==> config.mk <==
export PLATFORM = sky130hd
export DESIGN_NAME = depkt_adder
export DESIGN_NICKNAME = d
export VERILOG_FILES = /design/src/rtl/depkt_pkg.sv /design/src/rtl/pkt_hdr_decode.sv /design/src/rtl/depkt_adder.sv
export SDC_FILE = /design/constraint.sdc
export NUM_CORES = 1
export LEC_CHECK = 0
export CAP_MARGIN = 5
export CORE_MARGIN = 2
export CORE_UTILIZATION = 42
export CTS_BUF_LIST = sky130_fd_sc_hd__clkbuf_2
export CTS_CLUSTER_SIZE = 10
export DETAILED_ROUTE_END_ITERATION = 8
export PLACE_DENSITY_LB_ADDON = 0.25
export SYNTH_ARGS = -nofsm -noshare
export SYNTH_HDL_FRONTEND = slang
export SYNTH_SLANG_ARGS = --single-unit
==> constraint.sdc <==
create_clock -name clk -period 2.75 [get_ports clk]
set_input_delay 0.825 -clock clk [delete_from_list [all_inputs] [get_ports clk]]
set_output_delay 0.825 -clock clk [all_outputs]
set_load 0.02 [all_outputs]
==> src/rtl/depkt_pkg.sv <==
// Shared packet field layout and FSM state type for the node depacketizers.
package depkt_pkg;

  localparam int TYPE_BIT = 46;
  localparam int DEST_MSB = 45;
  localparam int DEST_LSB = 43;
  localparam int SRC_MSB  = 42;
  localparam int SRC_LSB  = 40;
  localparam int DATA_MSB = 7;
  localparam int DATA_LSB = 0;

  localparam int   ADDR_W    = 3;
  localparam logic PSUM_TYPE = 1'b1;

  typedef enum logic {COLLECT = 1'b0, HOLD = 1'b1} depkt_state_t;

endpackage

==> src/rtl/pkt_hdr_decode.sv <==
// Splits a router packet into type/dest/src/data fields.
// With DEPKT_DEST_CHECK_EN defined it also flags packets addressed to this node.
module pkt_hdr_decode
  import depkt_pkg::*;
#(
  parameter int PWIDTH = 47,
  parameter int DWIDTH = 8
`ifdef DEPKT_DEST_CHECK_EN
  ,
  parameter logic [ADDR_W-1:0] NODE_ADDR = 3'b110
`endif
) (
  input  logic [PWIDTH-1:0] in_packet,
  output logic              pkt_type,
  output logic [ADDR_W-1:0] dest,
  output logic [ADDR_W-1:0] src,
  output logic [DWIDTH-1:0] data
`ifdef DEPKT_DEST_CHECK_EN
  ,
  output logic              hdr_ok
`endif
);

  logic unused_pad;

  assign pkt_type = in_packet[TYPE_BIT];
  assign dest     = in_packet[DEST_MSB:DEST_LSB];
  assign src      = in_packet[SRC_MSB:SRC_LSB];
  assign data     = in_packet[DATA_LSB +: DWIDTH];

  // Pad bits carry nothing for this node.
  assign unused_pad = ^in_packet[SRC_LSB-1:DATA_LSB+DWIDTH];

`ifdef DEPKT_DEST_CHECK_EN
  assign hdr_ok = (pkt_type == PSUM_TYPE) && (dest == NODE_ADDR);
`endif

endmodule

==> src/rtl/depkt_adder.sv <==
// Adder-node depacketizer: gathers NUM_OPS partial sums into one operand bundle.
// Optional header filtering and drop counting under DEPKT_DEST_CHECK_EN.
//
// state   | meaning
// COLLECT | accepting packets, filling slot cnt
// HOLD    | bundle presented to adder, input stalled
module depkt_adder
  import depkt_pkg::*;
#(
  parameter int                DWIDTH    = 8,
  parameter int                PWIDTH    = 47,
  parameter logic [ADDR_W-1:0] NODE_ADDR = 3'b110,
  parameter int                NUM_OPS   = 3
) (
  input  logic                        clk,
  input  logic                        reset,
  input  logic                        in_valid,
  output logic                        in_ready,
  input  logic [PWIDTH-1:0]           in_packet,
  output logic                        out_valid,
  input  logic                        out_ready,
  output logic [NUM_OPS*DWIDTH-1:0]   out_ops,
  output logic [NUM_OPS*ADDR_W-1:0]   out_src
`ifdef DEPKT_DEST_CHECK_EN
  ,
  output logic                        drop_pulse,
  output logic [7:0]                  drop_count
`endif
);

  localparam int CW = (NUM_OPS > 1) ? $clog2(NUM_OPS) : 1;
  localparam logic [0:0] S_COLLECT = COLLECT;
  localparam logic [0:0] S_HOLD    = HOLD;

  logic [0:0]        state;
  logic [CW-1:0]     cnt;
  logic              pkt_type;
  logic [ADDR_W-1:0] dest;
  logic [ADDR_W-1:0] src;
  logic [DWIDTH-1:0] data;
  logic              hdr_ok;
  logic              xfer;

`ifdef DEPKT_DEST_CHECK_EN
  pkt_hdr_decode #(
    .PWIDTH    (PWIDTH),
    .DWIDTH    (DWIDTH),
    .NODE_ADDR (NODE_ADDR)
  ) u_hdr (
    .in_packet (in_packet),
    .pkt_type  (pkt_type),
    .dest      (dest),
    .src       (src),
    .data      (data),
    .hdr_ok    (hdr_ok)
  );
`else
  logic unused_hdr;

  pkt_hdr_decode #(
    .PWIDTH    (PWIDTH),
    .DWIDTH    (DWIDTH)
  ) u_hdr (
    .in_packet (in_packet),
    .pkt_type  (pkt_type),
    .dest      (dest),
    .src       (src),
    .data      (data)
  );

  assign hdr_ok     = 1'b1;
  assign unused_hdr = ^{pkt_type, dest, NODE_ADDR};
`endif

  // Ready comes from state only; reset masks it so nothing is taken while held.
  assign in_ready  = (state == S_COLLECT) && !reset;
  assign out_valid = (state == S_HOLD);
  assign xfer      = in_valid && in_ready;

  always_ff @(posedge clk) begin
    if (reset) begin
      state   <= S_COLLECT;
      cnt     <= '0;
      out_ops <= '0;
      out_src <= '0;
    end else begin
      case (state)
        S_COLLECT: begin
          if (xfer && hdr_ok) begin
            for (int i = 0; i < NUM_OPS; i++) begin
              if (cnt == CW'(i)) begin
                out_ops[i*DWIDTH +: DWIDTH] <= data;
                out_src[i*ADDR_W +: ADDR_W] <= src;
              end
            end
            if (cnt == CW'(NUM_OPS-1)) begin
              cnt   <= '0;
              state <= S_HOLD;
            end else begin
              cnt <= cnt + 1'b1;
            end
          end
        end
        default: begin
          if (out_ready) state <= S_COLLECT;
        end
      endcase
    end
  end

`ifdef DEPKT_DEST_CHECK_EN
  // Misaddressed or non-psum packets are still consumed so the router never stalls.
  always_ff @(posedge clk) begin
    if (reset) begin
      drop_pulse <= 1'b0;
      drop_count <= 8'd0;
    end else begin
      drop_pulse <= xfer && !hdr_ok;
      if (xfer && !hdr_ok && (drop_count != 8'hFF)) drop_count <= drop_count + 8'd1;
    end
  end
`endif

endmodule

==> results by group, run 1 <==
Outcome
  – Outcome: completed

Synthesis
  – EDFF count, synth: 0
  – Yosys reg bits: 36
  – Average size of a mapped cell: about 11 µm²
  – Unique cell type count in the Yosys netlist: 23
  – Top-count cell post-synth: dfxtp_1
  – Most frequent cells after synthesis: dfxtp_1, and3_1, a31o_2
  – Syn Std Cell Area: roughly 1500 µm²
  – FFs w/ async S/R, synth: 0
  – Sequential area share after synthesis: 0.491
  – Cell count after synthesis: around 140
  – YS warnings: 0
  – Ys flop type: dfxtp_1
  – Syn nets: about 190
  – Top post-synthesis cells by area: dfxtp_1, a31o_2, and3_1, a31o_1, buf_6
  – Synth area leader: dfxtp_1
  – Share of the synthesized area in the top cell type: 0.491

Power and ir drop
  – Maximum VDD drop: between 200 and 300 µV
  – Post-layout power: between 1 and 1.5 mW
  – P_leak: between 0.8 and 0.9 nW
  – PwrDens: 500 nW/µm²

Critical path
  – Reg-to-reg endpoint: out_ops[2]$_SDFFE_PP0P_
  – RR Startpoint: cnt[1]$_SDFFE_PP0P_
  – Worst R2R Path Depth: 3
  – CP Cell Sequence: clkdlybuf4s50_1 -> nor2_1 -> dlygate4sd2_1
  – Slowest CP cell: clkdlybuf4s50_1
  – Critical Setup Path Class: in -> out
  – Crit path largest cell delay: ~0.41 ns
  – CP Capture Type: output pin
  – Worst-path fanout max: 2
  – CP Buf/Inv Count: 2
  – Crit path DAT: between 1.5 and 2 ns
  – Top delay family on crit path: buffers and inverters
  – Worst EP required: between 1.5 and 2 ns
  – Worst setup SP type: input port
  – Reg2Reg Setup Slack: between 1 and 1.5 ns

Floorplanning
  – Die X: roughly 63 µm
  – Core area: about 3300 µm²
  – Die footprint: roughly 4000 µm²
  – Initial Utilization: 0.440
  – Die height: approximately 63 µm
  – Io pins: 86
  – Rows: 21

Worst hold path
  – Hold_sp: out_ops[18]$_SDFFE_PP0P_
  – Hold Path Stages: 1
  – WHS Endpoint: out_ops[18]$_SDFFE_PP0P_
  – Hold crit path type: reg -> reg

Clock tree
  – CTS Root Buffer Type: clkbuf_2
  – Clock sinks: 36
  – CTS max path bufs: 2
  – H-tree level count: 2
  – CTS Buf Count: 5
  – CTS Hold Bufs: 0
  – Clk_lat worst skew: 0.41 ns
  – Clk slew on worst S/H paths: 0.18 ns
  – CTS tree: built

Timing
  – Period utilization: 0.902
  – Final Worst Setup Slack: between 0.2 and 0.3 ns
  – Worst slew margin: 0.666
  – Min Clock Period, post-route: 2.48 ns
  – Final setup viols: 0
  – Hold slack: between 0.5 and 0.6 ns
  – Least-Margin Pin Slew: between 0.5 and 0.6 ns
  – Final Max Tran Viols: 0
  – Unrepaired setup endpoints after global routing: false
  – Final Hold Fails: 0
  – Clk_skew: 0.0212 ns
  – Max Clock Freq: between 0.4 and 0.5 GHz

Detailed routing
  – Via count: about 1.2k
  – Routed wire length: approximately 3300 µm
  – ANT nets after route: 0
  – Routed WL per cell: roughly 14 µm
  – Router iterations before antenna repair: 4
  – Drt drc: 0
  – Vias per cell: roughly 5.3
  – Initial DRC Count: 19

Global route
  – Total track usage: 0.180
  – Initial antenna violation count: 0
  – Remaining global-route overflow: 0
  – Largest net degree at the start of global routing: 36
  – First-pass GRT wire length: between 5000 and 6000 µm
  – Vias in the first global route: about 1.2k

Finish
  – Area delta synth->final: 36.1%
  – N_diodes: 0
  – Fin area: 2000 µm²
  – Share of post-route cells with drive strength above 1: 0.240
  – Nets: between 200 and 250
  – Filler cells: between 300 and 400

Place
  – Dpl cell area: 1950 µm²
  – Gpl congestion: between 0.7 and 0.8
  – IO buf count: 49
  – Worst Setup Slack post-DPL: -0.0196 ns
  – Post-DP HPWL: 2210 µm

Job
  – Max_cap viols: 0
-- cell type report --
| class | count | area (µm²) | share of cell area |
|---|---|---|---|
| clock buffers | 5 | 25.0 | 0.0125 |
| multi-input cells | 86 | 644 | 0.322 |
| clock inverters | 3 | 23.8 | 0.0119 |
| flip-flops and latches | 36 | 721 | 0.360 |
| inverters | 1 | 3.75 | 0.00188 |
| well taps | 46 | 57.6 | 0.0288 |
| repair buffers | 52 | 524 | 0.262 |
-- metal layers --
layer	vias up	track usage	routed length, µm
met2	31	0.307	1590
li1	594	-	-
met3	6	0.0554	169
met4	0	0.0667	53
met5	-	0	0
met1	592	0.211	1510
-- state kept, by name, indices dropped and copies added, names as in the netlist --
name and count:
cnt 2, out_valid 1, out_ops 24, out_src 9
-- power by group --
group / leakage [nW] / switching [mW] / internal [mW] / total, mW
combinational: 0.539 / 0.0912 / 0.0909 / 0.182
clock: 0.0252 / 0.192 / 0.0632 / 0.255
sequential: 0.293 / 0.0165 / 0.547 / 0.563
-- what timing repair did --
item | CTS | global route
endpoints found under the hold margin | 0 | 0
buffers inserted | 0 | 0
setup endpoints to repair | 1 | 0
gates resized for setup | 1 | 0
-- per-stage QoR --
| step | setup TNS [ns] | cells | util |
|---|---|---|---|
| after CTS | 0 | 229 | 0.599 |
| after floorplan | 0 | 136 | - |
| after global routing | 0 | 229 | 0.599 |
| after global placement | -0.0110 | 221 | 0.585 |
| after detailed placement | -0.0196 | 221 | 0.585 |
| final | 0 | 229 | 0.599 |
-- cell usage in the layout, fill, tap and decap left out, types with 3 or more instances in the layout --
| cell | Yosys | layout |
|---|---|---|
| nand2b_1 | 3 | 3 |
| o21ai_0 | 6 | 6 |
| nand2_4 | 3 | 3 |
| clkbuf_2 | 0 | 5 |
| and3_2 | 6 | 6 |
| o211ai_1 | 6 | 6 |
| dfxtp_1 | 36 | 36 |
| a31o_2 | 19 | 19 |
| nor2_1 | 3 | 3 |
| clkdlybuf4s50_1 | 0 | 48 |
| and3_1 | 21 | 21 |
| a31o_1 | 8 | 8 |
-- worst max path at each step --
| stage | from | endpoint | slack (ns) | cells past startpoint |
|---|---|---|---|---|
| after floorplan | reset | in_ready | 0.82 | 1 |
| after global placement | reset | in_ready | -0.01 | 3 |
| after detailed placement | reset | in_ready | -0.02 | 3 |
| after CTS | reset | in_ready | 0.26 | 3 |
| after global routing | reset | in_ready | 0.23 | 3 |
| final | reset | in_ready | 0.27 | 3 |
-- worst register-to-register path, cell delays in order (launching register included) --
cell and delay (ns):
dfxtp_1 0.42, nor2_2 0.45, nand2_4 0.19, a31o_2 0.28
-- logic make-up (layout without fill, tap and decap cells) --
group,count (synthesis),in the layout,share of synthesized area
mux,2,2,0.0136
simple gates,44,44,0.210
flops,36,36,0.491
compound gates,40,40,0.216
buf+inv,14,61,0.0707
Power figures use the tool's default switching activity.
==> run 2, diff against run 1 <==
--- a/config.mk
+++ b/config.mk
@@ -8,10 +8,11 @@
 export CAP_MARGIN = 5
 export CORE_MARGIN = 2
 export CORE_UTILIZATION = 42
-export CTS_BUF_LIST = sky130_fd_sc_hd__clkbuf_2
+export CTS_BUF_LIST = sky130_fd_sc_hd__clkbuf_4
 export CTS_CLUSTER_SIZE = 10
 export DETAILED_ROUTE_END_ITERATION = 8
 export PLACE_DENSITY_LB_ADDON = 0.25
 export SYNTH_ARGS = -nofsm -noshare
 export SYNTH_HDL_FRONTEND = slang
 export SYNTH_SLANG_ARGS = --single-unit
+export TNS_END_PERCENT = 100
==> run 2 against run 1 <==
Cell area is 0.63% higher; utilization up 0.38 points; register-to-register slack improved by 0.02 ns; global-route usage about the same; critical path type unchanged; critical endpoint unchanged.
==> results by group, run 2 (synthesis gave the netlist of run 1 again) <==
Finish
  – Filler cells: between 300 and 400
  – Regs by FF count: out_ops: 24 flops, out_src: 9 flops, cnt: 2 flops
  – Nets: about 230
  – Most common cell after layout, fill and taps aside: clkdlybuf4s50_1
  – Reg with most FFs: out_ops
  – Fin area: around 2000 µm²
  – Non-Filler Instances: 229
  – Number of flip-flops under the largest register name: 24
  – Share of post-route cells with drive strength above 1: 0.240
  – Register Area: around 700 µm²
  – Multi-input gate area: 644 µm²
  – N_diodes: 0
  – Most frequent cells in the layout: clkdlybuf4s50_1, dfxtp_1, and3_1, a31o_2, a31o_1
  – Area delta synth->final: 37.0%

Floorplanning
  – Initial Utilization: 0.440
  – Core area: 3340 µm²
  – Io pins: between 80 and 90
  – Die X: between 60 and 70 µm
  – Die footprint: ~4000 µm²
  – Die height: 63.1 µm
  – Rows: 21

Critical path
  – Worst-path fanout max: 2
  – Slowest CP cell: clkdlybuf4s50_1
  – Top delay family on crit path: buffers and inverters
  – CP Capture Type: output pin
  – Crit path largest cell delay: between 0.4 and 0.5 ns
  – Worst setup SP type: input port
  – CP Buf/Inv Count: 2
  – CP Cell Sequence: clkdlybuf4s50_1 -> nor2_1 -> dlygate4sd2_1
  – Worst EP required: between 1.5 and 2 ns
  – Crit path DAT: roughly 1.7 ns
  – Critical Setup Path Class: in -> out

Global route
  – M3 GR Usage: 0.0554
  – First-pass GRT wire length: 5580 µm
  – Met2 global-route usage: 0.307
  – Remaining global-route overflow: 0
  – Largest net degree at the start of global routing: 36
  – Grt met1 use: 0.212
  – Vias in the first global route: between 1k and 1.5k
  – Initial antenna violation count: 0
  – Total track usage: 0.180
  – GR peak layer: met2

Clock tree
  – Clk_lat worst skew: around 0.35 ns
  – CTS Root Buffer Type: clkbuf_4
  – Clock sinks: 36
  – Clk slew on worst S/H paths: ~0.11 ns
  – CTS Hold Bufs: 0
  – CTS max path bufs: 2
  – CTS Buf Count: 5
  – CTS tree: built
  – H-tree level count: 2

Timing
  – Unrepaired setup endpoints after global routing: false
  – Final Max Tran Viols: 0
  – Final Worst Setup Slack: 0.270 ns
  – Period utilization: 0.902
  – Hold slack: between 0.4 and 0.5 ns
  – Worst slew margin: 0.670
  – Clk_skew: 0.0113 ns
  – Min Clock Period, post-route: roughly 2.5 ns
  – Max Clock Freq: about 0.40 GHz
  – Final Hold Fails: 0
  – Least-Margin Pin Slew: slightly below 0.5 ns
  – Final setup viols: 0

Place
  – Post-DP HPWL: 2210 µm
  – IO buf count: 49
  – Gpl congestion: 0.733
  – Dpl cell area: between 1500 and 2000 µm²
  – Placed cells: about 220
  – Worst Setup Slack post-DPL: -0.0196 ns

Detailed routing
  – Vias per cell: between 5 and 6
  – Drt drc: 0
  – Routed WL per cell: around 14 µm
  – Router iterations before antenna repair: 4
  – Initial DRC Count: 37
  – Via count: between 1k and 1.5k
  – Routed wire length: ~3300 µm
  – ANT nets after route: 0

Job
  – Max_cap viols: 0

Power and ir drop
  – PwrDens: ~520 nW/µm²
  – P_leak: approximately 0.86 nW
  – Maximum VDD drop: between 200 and 300 µV

Outcome
  – Outcome: completed

Worst hold path
  – Hold crit path type: reg -> reg
[run 2: changes by cell type in the layout (fill, tap and decap cells not counted)]
cell / change
clkbuf_4: +5
clkbuf_2: -5
[run 2: layer usage]
layer | up-vias | routed length [µm]
met5 | - | 0
met4 | 0 | 47
met3 | 6 | 168
met2 | 35 | 1580
met1 | 591 | 1510
li1 | 595 | -
[run 2: final timing paths]
kind	slack, ns	start	cells after the start	to
setup / recovery	0.27	reset	3	in_ready
hold / removal	0.49	out_ops[18]$_SDFFE_PP0P_	1	out_ops[18]$_SDFFE_PP0P_
setup reg to reg	1.36	cnt[1]$_SDFFE_PP0P_	3	out_ops[1]$_SDFFE_PP0P_
hold reg to reg	0.49	out_ops[18]$_SDFFE_PP0P_	1	out_ops[18]$_SDFFE_PP0P_
[run 2: timing repair]
action,in CTS,in global routing
setup endpoints to repair,1,0
setup buffers,0,0
resized for setup,1,0
[run 2: area by class of cell]
type                            instances  area share
Clock buffer                            5      0.0187
Timing Repair Buffer                   52       0.261
Multi-Input combinational cell         86       0.320
Tap cell                               46      0.0286
Sequential cell                        36       0.358
Inverter                                1     0.00187
Clock inverter                          3      0.0118
[run 2: report_power, final]
group / switching (mW) / total, mW / internal, mW
clock: 0.192 / 0.293 / 0.100
combinational: 0.0908 / 0.182 / 0.0909
sequential: 0.0165 / 0.562 / 0.546
[run 2: through the flow]
| stage | total power [mW] | util | setup TNS [ns] |
|---|---|---|---|
| after floorplan | 0.678 | - | 0 |
| after global placement | 0.753 | 0.585 | -0.0110 |
| after detailed placement | 0.757 | 0.585 | -0.0196 |
| after CTS | 1.05 | 0.603 | 0 |
| after global routing | 1.08 | 0.603 | 0 |
| final | 1.04 | 0.603 | 0 |
==> patch 1, RTL diff (settings of run 1) <==
`DWIDTH` is set to 8 in 2 places; all go to 6.
--- a/src/rtl/pkt_hdr_decode.sv
+++ b/src/rtl/pkt_hdr_decode.sv
@@ -4,7 +4,7 @@
   import depkt_pkg::*;
 #(
   parameter int PWIDTH = 47,
-  parameter int DWIDTH = 8
+  parameter int DWIDTH = 6
 `ifdef DEPKT_DEST_CHECK_EN
   ,
   parameter logic [ADDR_W-1:0] NODE_ADDR = 3'b110
--- a/src/rtl/depkt_adder.sv
+++ b/src/rtl/depkt_adder.sv
@@ -7,7 +7,7 @@
 module depkt_adder
   import depkt_pkg::*;
 #(
-  parameter int                DWIDTH    = 8,
+  parameter int                DWIDTH    = 6,
   parameter int                PWIDTH    = 47,
   parameter logic [ADDR_W-1:0] NODE_ADDR = 3'b110,
   parameter int                NUM_OPS   = 3
Interface: changed (resized out_ops); port bits go from 86 to 80. No check against the original RTL was run, so the function may have changed too.
==> patch 1 against run 1 <==
  * Sequential cell count is 6 lower
  * Worst setup slack worse by 0.027 ns
  * Final cell count is 7.4% lower
  * Synthesized area is 19% lower
  * Hold slack worse by 0.038 ns
  * Wire length is 8.6% lower
  * First-iteration DRC count is 63% higher
  * Utilization is 0.75 points higher
  * Total power is 19% lower
  * Cell area is 18% lower
  * Maximum frequency is 1.1% lower
==> patch 1: results <==
metrics = {
    "logic_synthesis": {
        "synth.area.top_cells": "sky130_fd_sc_hd__dfxtp_1 (51%), sky130_fd_sc_hd__nand3_1 (15%), sky130_fd_sc_hd__a21oi_1 (8.4%)",
        "main_flop_type_after_synthesis": "sky130_fd_sc_hd__dfxtp_1",
        "synth.net_count": 190,
        "synth_common_cells": "sky130_fd_sc_hd__nand3_1 (36), sky130_fd_sc_hd__dfxtp_1 (30), sky130_fd_sc_hd__a21oi_1 (20)",
        "yosysSeqAreaShare": 0.507,
        "ys_types": 21,
    },
    "global_route": {
        "vias_in_the_first_global_route": 1082,
        "grt_first_pass_wirelength_um": 5000,
        "grt_start_max_net_pins": 25,
        "grt_use_total": 0.200,
    },
    "cells_and_area": {
        "reg.largest.list": "out_ops x18, out_src x9, cnt x2",
        "n_antenna_cell": 0,
        "post_route_cells_drive_above_1_share": 0.0884,
        "num-nets-final": 231,
    },
    "drt": {
        "dr_wl_met3_um": 190,
        "post_drt_wl_per_cell_um": 14.3,
        "routedLengthMet1_um": 1250,
        "met2_wirelength_um": 1530,
        "route.vias.total": 1179,
        "drtIter0Drc": 31,
    },
    "setup_path": {
        "setup.worst_path.start": "reset",
        "setup.reg_to_reg.worst_slack_ns": 0.85,
        "worstPathArrival_ns": 1.68,
        "timing.rr.end": "out_src[8]$_SDFFE_PP0P_",
    },
    "clocking": {
        "cts.clk_slew.worst_paths_ns": 0.16,
        "tritoncts.num_buffers": 5,
        "clk-insertion-delay-late_ns": 0.36,
    },
    "placed_design": {
        "port_buffers": 41,
        "place_congestion": 0.735,
        "dpl_worst_slack_ns": -0.0496,
        "hpwl_after_dpl_um": 2120,
    },
    "power_and_ir_drop": {
        "worst_ir_drop_vdd_v": 0.000355,
        "leakage_nw": 0.609,
    },
    "outcome": {
        "run_status": "completed",
    },
    "sta": {
        "worst_slew_margin_rel": 0.461,
        "fin_crit_sh": 0.912,
        "worst_clock_skew_ns": 0.0102,
    },
}
## patch 1: cell types whose count changed after synthesis, sizes merged, moves of 5 or more
cell / change
and3: -27
a31o: -27
dfxtp: -6
o211ai: -6
nand3: +36
a21oi: +19
buf: -5
o21ai: +12
## patch 1: final cells by class
type	instances	area, sq um
fill	269	1070
clock buffer	6	30.0
sequential	30	601
tap	31	38.8
clock inverter	2	8.76
timing repair buffer	46	447
inverter	2	7.51
multi-input combinational	95	512
## patch 1: cell families after synthesis
| logic type | share of synthesized area |
|---|---|
| and+or+nand+nor | 0.253 |
| DFF | 0.507 |
| muxes | 0.00845 |
| buffers and inverters | 0.0612 |
| AOI/OAI and AO/OA | 0.170 |
## patch 1: worst min path at each step
stage / to / cells after the start / slack [ns] / start
final: out_ops[10]$_SDFFE_PP0P_ / 2 / 0.47 / out_ops[10]$_SDFFE_PP0P_
after global routing: out_ops[8]$_SDFFE_PP0P_ / 2 / 0.49 / out_ops[8]$_SDFFE_PP0P_
after CTS: out_ops[11]$_SDFFE_PP0P_ / 2 / 0.47 / out_ops[11]$_SDFFE_PP0P_
after detailed placement: out_ops[10]$_SDFFE_PP0P_ / 2 / 0.45 / out_ops[10]$_SDFFE_PP0P_
after global placement: out_ops[11]$_SDFFE_PP0P_ / 2 / 0.44 / out_ops[11]$_SDFFE_PP0P_
after floorplan: out_ops[10]$_SDFFE_PP0P_ / 2 / 0.53 / out_ops[10]$_SDFFE_PP0P_
## patch 1: per-stage QoR
step                      cells  instance area (sq um)
final                       212                   1640
after global routing        212                   1640
after CTS                   212                   1640
after detailed placement    204                   1610
after global placement      204                   1610
after floorplan             139                   1180
## patch 1: worst max-delay path: stages
cell                              delay [ns]
sky130_fd_sc_hd__clkdlybuf4s50_1        0.42
sky130_fd_sc_hd__nor2_1                 0.10
sky130_fd_sc_hd__dlygate4sd2_1          0.34
## patch 1: repair_timing
action / 4_1_cts / 5_1_grt
hold buffers: 0 / 0
setup endpoints to repair: 1 / 0
resized for setup: 1 / 0
## patch 1: report_power, final
| part | total, mW | switching [mW] | internal, mW |
|---|---|---|---|
| registers | 0.466 | 0.0150 | 0.451 |
| clock network | 0.216 | 0.153 | 0.0624 |
| logic | 0.131 | 0.0709 | 0.0601 |
## patch 1: metal layers
metal | global-route usage | vias to the layer above
li1 | - | 578
met1 | 0.237 | 557
met2 | 0.322 | 37
met3 | 0.0794 | 7
met4 | 0.0831 | 0
met5 | 0 | -
==> patch 2, RTL diff (config.mk and constraints of run 1) <==
Without the edit above. The option `DEPKT_DEST_CHECK_EN` is turned on by a define.
--- a/src/rtl/pkt_hdr_decode.sv
+++ b/src/rtl/pkt_hdr_decode.sv
@@ -1,5 +1,7 @@
 // Splits a router packet into type/dest/src/data fields.
 // With DEPKT_DEST_CHECK_EN defined it also flags packets addressed to this node.
+`define DEPKT_DEST_CHECK_EN
+
 module pkt_hdr_decode
   import depkt_pkg::*;
 #(
Formal check against the unedited RTL (old outputs only; new: drop_count and drop_pulse): not equivalent (a bounded check fails within 4 cycles, from zero or initial values and one cycle with reset high).
==> patch 2 against run 1 <==
  * Cell area is 24% higher
  * Wire length is 21% higher
  * Synthesized cell count is 43% higher
  * Final cell count is 38% higher
  * Sequential cell count is 9 higher
  * Highest routed layer unchanged
  * Synthesized area is 16% higher
  * Worst setup slack worse by 0.069 ns
  * Via count is 30% higher
Power is not compared: it rests on default switching activity, and its combinational part moved more than twofold at a synthesized area within 25%.
==> patch 2: results <==
metrics = {
    "logic_synthesis": {
        "synth_common_cells": "sky130_fd_sc_hd__nand2_1 (48), sky130_fd_sc_hd__dfxtp_1 (45), sky130_fd_sc_hd__a21oi_1 (30)",
        "synth.net_count": 246,
        "synth.area.mux_share": 0.0761,
        "synth.area.top_cells": "sky130_fd_sc_hd__dfxtp_1 (53%), sky130_fd_sc_hd__nand2_1 (11%), sky130_fd_sc_hd__a21oi_1 (8.8%)",
        "share_of_the_synthesized_area_in_compound_gates_ao_oa_aoi_oai": 0.113,
        "post_synth_xor_area_fraction": 0.00512,
        "synthesis.area_per_instance_sq_um": 8.81,
        "synthAdderAreaFrac": 0.00732,
    },
    "sta": {
        "worst_clock_skew_ns": 0.0310,
        "worst_slew_margin_rel": 0.706,
    },
    "setup_path": {
        "cp_slowest_stage_delay_ns": 0.45,
        "worstPathArrival_ns": 1.72,
        "timing.rr.end": "drop_count[3]$_SDFFE_PP0P_",
        "setup.reg_to_reg.worst_slack_ns": 1.16,
        "startpoint_of_the_most_critical_register_to_register_path": "drop_count[0]$_SDFFE_PP0P_",
    },
    "outcome": {
        "run_status": "completed",
    },
    "drt": {
        "dr_wl_met3_um": 279,
        "routedLengthMet1_um": 1930,
        "drtIter0Drc": 79,
    },
    "placed_design": {
        "placed_cells": 309,
        "post_dp_cell_area_sq_um": 2440,
        "place_congestion": 0.685,
        "hpwl_after_dpl_um": 2840,
    },
    "hold_path": {
        "min_delay_worst_endpoint": "out_src[7]$_SDFFE_PP0P_",
        "min_delay_path_depth": 2,
        "worst_hold_startpoint": "out_src[7]$_SDFFE_PP0P_",
    },
    "global_route": {
        "grt_start_max_net_pins": 45,
    },
    "cells_and_area": {
        "finish.cell_count_without_fillers": 316,
        "final.fill_count": 370,
    },
    "power_and_ir_drop": {
        "design_power_total_uw": 989,
    },
}
-- patch 2: changes by cell type in the layout (fill, tap and decap cells not counted), sizes merged, moves of 4 or more --
| cell | delta |
|---|---|
| a31o | -27 |
| nand3 | +4 |
| clkdlybuf4s50 | +13 |
| nor2 | +12 |
| and3 | -26 |
| buf | +11 |
| a21oi | +29 |
| o211ai | -5 |
| dfxtp | +9 |
| mux2i | +11 |
| nand2 | +43 |
-- patch 2: routing by layer --
layer / track usage / vias up
li1: - / 806
met1: 0.251 / 730
met2: 0.278 / 47
met3: 0.0767 / 2
met4: 0.0675 / 0
met5: 0 / -
-- patch 2: cell type report --
cell class                 count  area share
tap                           50      0.0253
timing repair buffer          76       0.293
multi-input combinational    136       0.300
clock buffer                   6      0.0122
inverter                       2     0.00304
sequential                    45       0.365
clock inverter                 1     0.00152
-- patch 2: per-stage QoR --
stage,hold WS (ns),util
after floorplan,0.466,-
after global placement,0.443,0.614
after detailed placement,0.449,0.614
after CTS,0.471,0.622
after global routing,0.499,0.622
final,0.466,0.622
